--- src/rtl/fx3_packet_sequencer_pkg.sv ---
// fx3_packet_sequencer_pkg: shared state encoding and default
// packet/latency/guard constants for the FX3 packet sequencer.
package fx3_packet_sequencer_pkg;

  localparam int unsigned DEF_PACKET_WORDS = 8192;
  localparam int unsigned DEF_READ_LATENCY = 2;
  localparam int unsigned DEF_GUARD_CYCLES = 4;

  typedef enum logic [2:0] {
    S_IDLE,
    S_WAIT_DATA,
    S_BURST,
    S_DRAIN,
    S_HOLDOFF,
    S_ERROR
  } seq_state_t;

endpackage

--- src/rtl/fx3_strobe_delay.sv ---
// fx3_strobe_delay: STAGES-deep shift register that re-times the
// FIFO read request into the GPIF write strobe.
module fx3_strobe_delay #(
  parameter int unsigned STAGES = 2
) (
  input  logic fx3_clock,
  input  logic nReset,
  input  logic din,
  output logic dout
);

  logic [STAGES-1:0] sr;

  generate
    if (STAGES == 1) begin : g_one
      // single stage: plain register
      always_ff @(posedge fx3_clock or negedge nReset) begin
        if (!nReset) sr <= '0;
        else         sr <= din;
      end
    end else begin : g_many
      // multi stage: shift toward the MSB
      always_ff @(posedge fx3_clock or negedge nReset) begin
        if (!nReset) sr <= '0;
        else         sr <= {sr[STAGES-2:0], din};
      end
    end
  endgenerate

  assign dout = sr[STAGES-1];

endmodule

--- src/rtl/fx3_packet_sequencer.sv ---
// fx3_packet_sequencer: issues one full packet of FIFO reads per
// FX3 transfer, counts packets and latches buffer errors.
module fx3_packet_sequencer
  import fx3_packet_sequencer_pkg::*;
#(
  parameter int unsigned PACKET_WORDS = DEF_PACKET_WORDS,
  parameter int unsigned READ_LATENCY = DEF_READ_LATENCY,
  parameter int unsigned GUARD_CYCLES = DEF_GUARD_CYCLES
) (
  input  logic        fx3_clock,
  input  logic        nReset,
  input  logic        collectData,
  input  logic        dataAvailable,
  input  logic        bufferError,
  input  logic        fx3Ready,
  output logic        readData,
  output logic        fx3Write,
  output logic [15:0] packetCount,
  output logic        errorLatched,
  output logic        busy
);

  localparam int CW = $clog2(PACKET_WORDS);
  localparam int HW =
    (GUARD_CYCLES > 1) ? $clog2(GUARD_CYCLES) : 1;

  localparam logic [CW-1:0] LAST_WORD =
    CW'(PACKET_WORDS - 1);
  localparam logic [CW-1:0] LAST_DRAIN =
    CW'(READ_LATENCY - 1);
  localparam logic [HW-1:0] LAST_GUARD =
    HW'(GUARD_CYCLES - 1);

  seq_state_t    state;
  logic [CW-1:0] word_cnt;
  logic [HW-1:0] hold_cnt;
  logic          pend;
  logic          read_q;
  logic          busy_q;
  logic          err_q;
  logic [15:0]   pkt_cnt;

  // packet sequencing FSM with registered outputs
  always_ff @(posedge fx3_clock or negedge nReset) begin
    if (!nReset) begin
      state    <= S_IDLE;
      word_cnt <= '0;
      hold_cnt <= '0;
      pend     <= 1'b0;
      read_q   <= 1'b0;
      busy_q   <= 1'b0;
      err_q    <= 1'b0;
      pkt_cnt  <= '0;
    end else begin
      unique case (state)
        S_IDLE: begin
          if (collectData) begin
            pkt_cnt <= '0;
            state   <= S_WAIT_DATA;
          end
        end
        S_WAIT_DATA: begin
          if (!collectData) begin
            state <= S_IDLE;
          end else if (bufferError) begin
            state <= S_ERROR;
            err_q <= 1'b1;
          end else if (dataAvailable && fx3Ready) begin
            state    <= S_BURST;
            read_q   <= 1'b1;
            busy_q   <= 1'b1;
            pend     <= 1'b0;
            word_cnt <= LAST_WORD;
          end
        end
        S_BURST: begin
          if (bufferError) pend <= 1'b1;
          if (word_cnt == '0) begin
            state    <= S_DRAIN;
            read_q   <= 1'b0;
            word_cnt <= LAST_DRAIN;
          end else begin
            word_cnt <= word_cnt - 1'b1;
          end
        end
        S_DRAIN: begin
          if (bufferError) pend <= 1'b1;
          if (word_cnt == '0) begin
            pkt_cnt <= pkt_cnt + 16'd1;
            busy_q  <= 1'b0;
            pend    <= 1'b0;
            if (pend || bufferError) begin
              state <= S_ERROR;
              err_q <= 1'b1;
            end else if (!collectData) begin
              state <= S_IDLE;
            end else begin
              state    <= S_HOLDOFF;
              hold_cnt <= LAST_GUARD;
            end
          end else begin
            word_cnt <= word_cnt - 1'b1;
          end
        end
        S_HOLDOFF: begin
          if (!collectData) begin
            state <= S_IDLE;
          end else if (hold_cnt == '0) begin
            state <= S_WAIT_DATA;
          end else begin
            hold_cnt <= hold_cnt - 1'b1;
          end
        end
        S_ERROR: begin
          if (!collectData) begin
            state <= S_IDLE;
            err_q <= 1'b0;
          end
        end
        default: state <= S_IDLE;
      endcase
    end
  end

  fx3_strobe_delay #(
    .STAGES(READ_LATENCY)
  ) u_delay (
    .fx3_clock(fx3_clock),
    .nReset   (nReset),
    .din      (read_q),
    .dout     (fx3Write)
  );

  assign readData     = read_q;
  assign busy         = busy_q;
  assign errorLatched = err_q;
  assign packetCount  = pkt_cnt;

endmodule
--- config.mk ---
export PLATFORM = sky130hd
export DESIGN_NAME = fx3_packet_sequencer
export DESIGN_NICKNAME = d
export VERILOG_FILES = /design/src/rtl/fx3_packet_sequencer_pkg.sv /design/src/rtl/fx3_strobe_delay.sv /design/src/rtl/fx3_packet_sequencer.sv
export SDC_FILE = /design/constraint.sdc
export NUM_CORES = 1
export LEC_CHECK = 0
export ABC_CLOCK_PERIOD_IN_PS = 2300
export BUFFER_PORTS_ARGS = -buffer_cell sky130_fd_sc_hd__buf_2
export CORE_MARGIN = 1
export CORE_UTILIZATION = 34
export CTS_BUF_LIST = sky130_fd_sc_hd__clkbuf_4 sky130_fd_sc_hd__clkbuf_8 sky130_fd_sc_hd__clkbuf_16
export DETAILED_ROUTE_END_ITERATION = 6
export HOLD_SLACK_MARGIN = 0.05
export SYNTH_ARGS = -nofsm -noshare
export SYNTH_HDL_FRONTEND = slang
export SYNTH_SLANG_ARGS = --single-unit
--- constraint.sdc ---
create_clock -name fx3_clock -period 2.3 [get_ports fx3_clock]
set_input_delay 0 -clock fx3_clock [delete_from_list [all_inputs] [get_ports fx3_clock]]
set_output_delay 0 -clock fx3_clock [all_outputs]
set_load 0.05 [all_outputs]
* Word level (Yosys, flattened, before mapping)
Cells that the tools add are included.
Widths: inputs -> output; s select.
** Storage, ports and cells
- Register bits after elaboration :: 40
- Output and inout port bits :: 20
- Word-level logic and storage cells :: 97
** Cells by class
- Eq/ne operators :: 21
- Muxes and demuxes :: 45
- Add/sub/neg operators :: 3
- Reduce and logical (&&, ||, !) cells :: 19
** Operator list (count)
- $mux 13 :: 5
- $pmux 13 s3 :: 1
- $mux 3 :: 11
- $mux 16 :: 2
- $pmux 16 s2 :: 1
- $ne 2x2->1 const B :: 14
- $pmux 3 s6 :: 1
- $reduce_and 6->1 :: 3
- $add 16x1->16 const B :: 1
- $reduce_and 5->1 :: 3
- $mux 1 :: 14
- $logic_not 13->1 :: 1
- $sub 13x1->13 const B :: 1
- $mux 2 :: 5
- $reduce_bool 2->1 :: 4
- $eq 3x2->1 const B :: 2
- $eq 3x3->1 const B :: 2
- $pmux 1 s3 :: 2
- $reduce_bool 3->1 :: 2
- $ne 4x4->1 const B :: 1
- $pmux 1 s2 :: 2
- $pmux 2 s2 :: 1
- $reduce_and 4->1 :: 1
- $eq 3x1->1 const B :: 1
- other kinds (7) :: 7

* Longest topological paths before layout
- Depth in word-level cells :: 5
- Depth in mapped cells :: 9
- Depth with buffers taken out :: 7

* By module
A second synthesis with hierarchy kept.
** Unflattened totals
- Cells, all modules :: 258
- Area total of the unflattened synthesis :: 2403.6 um^2
** Modules (own cells, without submodules)
- fx3_packet_sequencer :: cells an instance 256, seq. area each 950.9 um^2, area an instance 2353.5 um^2, instances 1
- fx3_strobe_delay :: cells an instance 2, seq. area each 50.0 um^2, area an instance 50.0 um^2, instances 1

* Worst setup path before layout
No wires, ideal clock.
- Path type :: register -> register
- Start :: reg word_cnt[0]
- End :: reg pkt_cnt[11] (netlist: packetCount[11])
- Clock period less this slack :: 2.200 ns
- Path slack :: 0.100 ns
- Stages on the path, launching flop included :: 10
- Setup time :: 0.131 ns
- Arrival time :: 2.070 ns
- Path buffers :: 2
- Path through :: dfrtp_1 > inv_1 > ha_1 > or4b_1 > clkbuf_1 > nor4_4 > buf_6 > o211ai_1 > xor2_1 > nor2_2
** On the way
- Cells in the longest elaborated chain, start to end :: 3
** RTL lines
- start, declared :: line fx3_packet_sequencer.sv:35 : logic [CW-1:0] word_cnt;
- start signal, assigned :: line fx3_packet_sequencer.sv:83 : word_cnt <= word_cnt - 1'b1;
- start signal, assigned :: line fx3_packet_sequencer.sv:102 : word_cnt <= word_cnt - 1'b1;
- $logic_not 13->1 :: line fx3_packet_sequencer.sv:88 : if (word_cnt == '0) begin
- $ne 2x2->1 (no source line)
- $reduce_and 3->1 (no source line)
- end signal, assigned :: line fx3_packet_sequencer.sv:89 : pkt_cnt <= pkt_cnt + 16'd1;
- end, declared :: line fx3_packet_sequencer.sv:41 : logic [15:0] pkt_cnt;
No other way between the ends.
A chain may end at the register's enable or synchronous reset.

* Worst setup path after layout
- Start :: reg word_cnt[9]
- End :: reg pkt_cnt[6] (netlist: packetCount[6])
The elaborated chain is that of the path after synthesis.

==> reports/qor.yml <==
run_status:
  status: "finished, final reports clean"
pwr:
  leakage_uw: 0.00111
  p_clk_share_pct: 20.9
  power.density_nw_per_um2: 937
  p_int_uw: 1470
  p_switching_uw: 982
  swShare_pct: 40.1
  comb_power_share_pct: 37.9
  ir_drop_v: 0.000453
  power_uw: 2450
  p_seq_share_pct: 41.2
drt:
  first_iter_violations: 142
  routed_wl_mm: 5.42
  vias: 2001
  first_pass_iters: 4
  drc: 0
  ant_nets: 0
  drt-vias-per-instance: 5.64
  post_drt_wl_per_cell_um: 15.3
grt:
  overflow: 0
  antenna_found_initial: 0
  grtUsageTotal_pct: 17.5
  grt_pass1_vias: 1860
  grt_start_max_net_pins: 41
  grt_pass1_wl_mm: 9.08
setup_path:
  endpoint_kind: "register"
  worstPathArrival_ns: 2.35
  crit_type: "reg -> reg"
  r2r_end: "packetCount[6]"
  reg2reg_depth: 6
  r2r_slack_ns: 0.11
  worstSetupEndpoint: "packetCount[6]"
  worstPathRequired_ns: 2.46
  critPathLaunch: "word_cnt[9]"
  cp_max_fo: 16
  start_kind: "register"
  r2r_start: "word_cnt[9]"
placed_design:
  pre_cts_slack_ns: -0.0200
  dpl.hpwl_mm: 3.75
  port_buffers: 25
  gp_congestion: 0.799
  postPlaceCellArea_um2: 2500
die:
  die_h_um: 82.8
  start_util_pct: 35.1
  row_count: 29
  die_w_um: 82.8
  design.die.area_um2: 6850
  core_um2: 6310
  ios: 26
logic_synthesis:
  yosysWarningCount: 0
  synth_edf_count: 0
  synth_cell_types: 45
  syn-num-nets: 256
  synth_top_flop_cell: "dfrtp_1"
  ys_ff_latch: 40
  async_flop_share_pct: 100
  synth_seq_area_share_pct: 45.1
  netlist_area_um2: 2220
  postSynthCellCount: 246
  syn_area_per_cell_um2: 9.01
timing:
  setup_ws_ns: 0.115
  period_needed_ns: 2.19
  setup_viol: 0
  rsz0062_at_grt: "true"
  post-route-period-util_pct: 95.0
  hold_viol_final: 0
  relSlewSlack_pct: 38.6
  hold_slack_ns: 0.103
  drv_slew: 0
  finClkSkew_ns: 0.00488
  fmax_ghz: 0.458
  worst_pin_slew_ns: 0.920
layout:
  syn2layout_area_growth_pct: 17.9
  fin_nets: 288
  fin_area_um2: 2610
  drive_above_1_share_pct: 20.1
  final_cell_mix: "dfrtp_1, nor2_1, buf_2"
  n_antenna_cell: 0
  postLayoutCoreUtil_pct: 41.4
  mostFrequentLayoutCell: "dfrtp_1"
cts:
  clock_latency_ns: 0.29
  htree_levels: 2
  cts_root_buffer: "clkbuf_8"
  postCtsSetupRepairBufs: 0
  max-clock-path-buffers: 2
  cts.sink_count: 40
  cts_tree: "built"
  cts_made_buffers: 5
  clk_pin_slew_ns: 0.08
min_path:
  hold_path.class: "in -> reg"
  hold_depth: 3
job:
  drv_cap: 0
-- sequential cells by signal, summed over array words and instances (netlist names) --
| signal | count |
|---|---|
| word_cnt | 13 |
| packetCount | 16 |
| errorLatched | 1 |
| pend | 1 |
| hold_cnt | 2 |
| busy | 1 |
| state | 3 |
| u_delay.sr | 2 |
| readData | 1 |
-- routing by layer --
layer	track usage, %	wire, µm
met5	0	0
met2	28.0	2450
met1	23.5	2630
met4	5.17	51
met3	3.96	284
-- area by class of cell --
type | count | area (µm²)
clock buffers | 7 | 96.3
fillers | 665 | 3700
inverters | 8 | 30.0
multi-input cells | 181 | 1120
flip-flops and latches | 40 | 1000
well taps | 77 | 96.3
repair buffers | 42 | 268
-- power by group through the flow --
stage | combinational (µW) | sequential, µW | clock [µW]
6_report | 929 | 1010 | 512
5_1_grt | 1040 | 1040 | 559
4_1_cts | 928 | 1000 | 527
3_5_place_dp | 921 | 1020 | 0
3_3_place_gp | 910 | 1020 | 0
2_1_floorplan | 612 | 1010 | 0
-- timing repair --
item,CTS,global route
hold endpoints to repair,40,0
hold buffers,1,0
setup endpoints to repair,1,11
resized for setup,1,1
-- cell families (layout without fill, tap and decap cells) --
group / count (synthesis) / count (layout) / share of synthesized area [%]
AO/OA/AOI/OAI: 66 / 66 / 19.8
XOR/XNOR: 14 / 14 / 5.53
adder cells (fa/ha/maj): 4 / 4 / 2.26
buffers and inverters: 25 / 57 / 4.68
flip-flops: 40 / 40 / 45.1
AND/OR/NAND/NOR: 97 / 97 / 22.6
-- Yosys cell counts (all sizes together) (2+ instances only) --
| master | count | share of area [%] |
|---|---|---|
| a21oi | 13 | 2.9 |
| o22ai | 2 | 0.56 |
| nor2b | 3 | 0.85 |
| nand2b | 2 | 0.56 |
| a22oi | 3 | 1.0 |
| or4 | 4 | 1.4 |
| o31ai | 6 | 2.3 |
| o211ai | 8 | 2.7 |
| nand2 | 19 | 3.2 |
| o2111ai | 5 | 2.0 |
| o21ai | 16 | 3.6 |
| ha | 4 | 2.3 |
| xnor2 | 2 | 0.79 |
| a31oi | 2 | 0.56 |
| o41ai | 2 | 0.79 |
| nor2 | 27 | 4.8 |
| buf | 3 | 0.96 |
| clkbuf | 14 | 2.4 |
| a21o | 2 | 0.68 |
| nand4 | 4 | 1.1 |
| nor4 | 7 | 2.7 |
| nand3 | 6 | 1.4 |
| inv | 8 | 1.4 |
| and3 | 4 | 1.1 |
| xor2 | 12 | 4.7 |
| nor3 | 16 | 3.8 |
| dfrtp | 40 | 45 |
-- worst max-delay path: stages, from the launching register on --
cell       delay [ns]
dfrtp_1          0.44
or4_1            0.72
nor4_4           0.36
buf_12           0.18
o2111ai_1        0.14
xor2_1           0.17
nor2_1           0.05
-- worst min-delay path by stage --
stage                     start            end
floorplan                nReset           busy
global placement         nReset  u_delay.sr[1]
detailed placement       nReset  u_delay.sr[1]
CTS                 collectData       state[2]
global route        collectData       state[2]
finish              collectData       state[2]
-- stage by stage --
stage / std cells / setup TNS [ns]
floorplan: 246 / 0
global placement: 347 / 0
detailed placement: 347 / -0.0200
CTS: 355 / 0
global route: 355 / -0.00110
finish: 355 / 0
No activity file was read; power rests on OpenSTA's default activity.
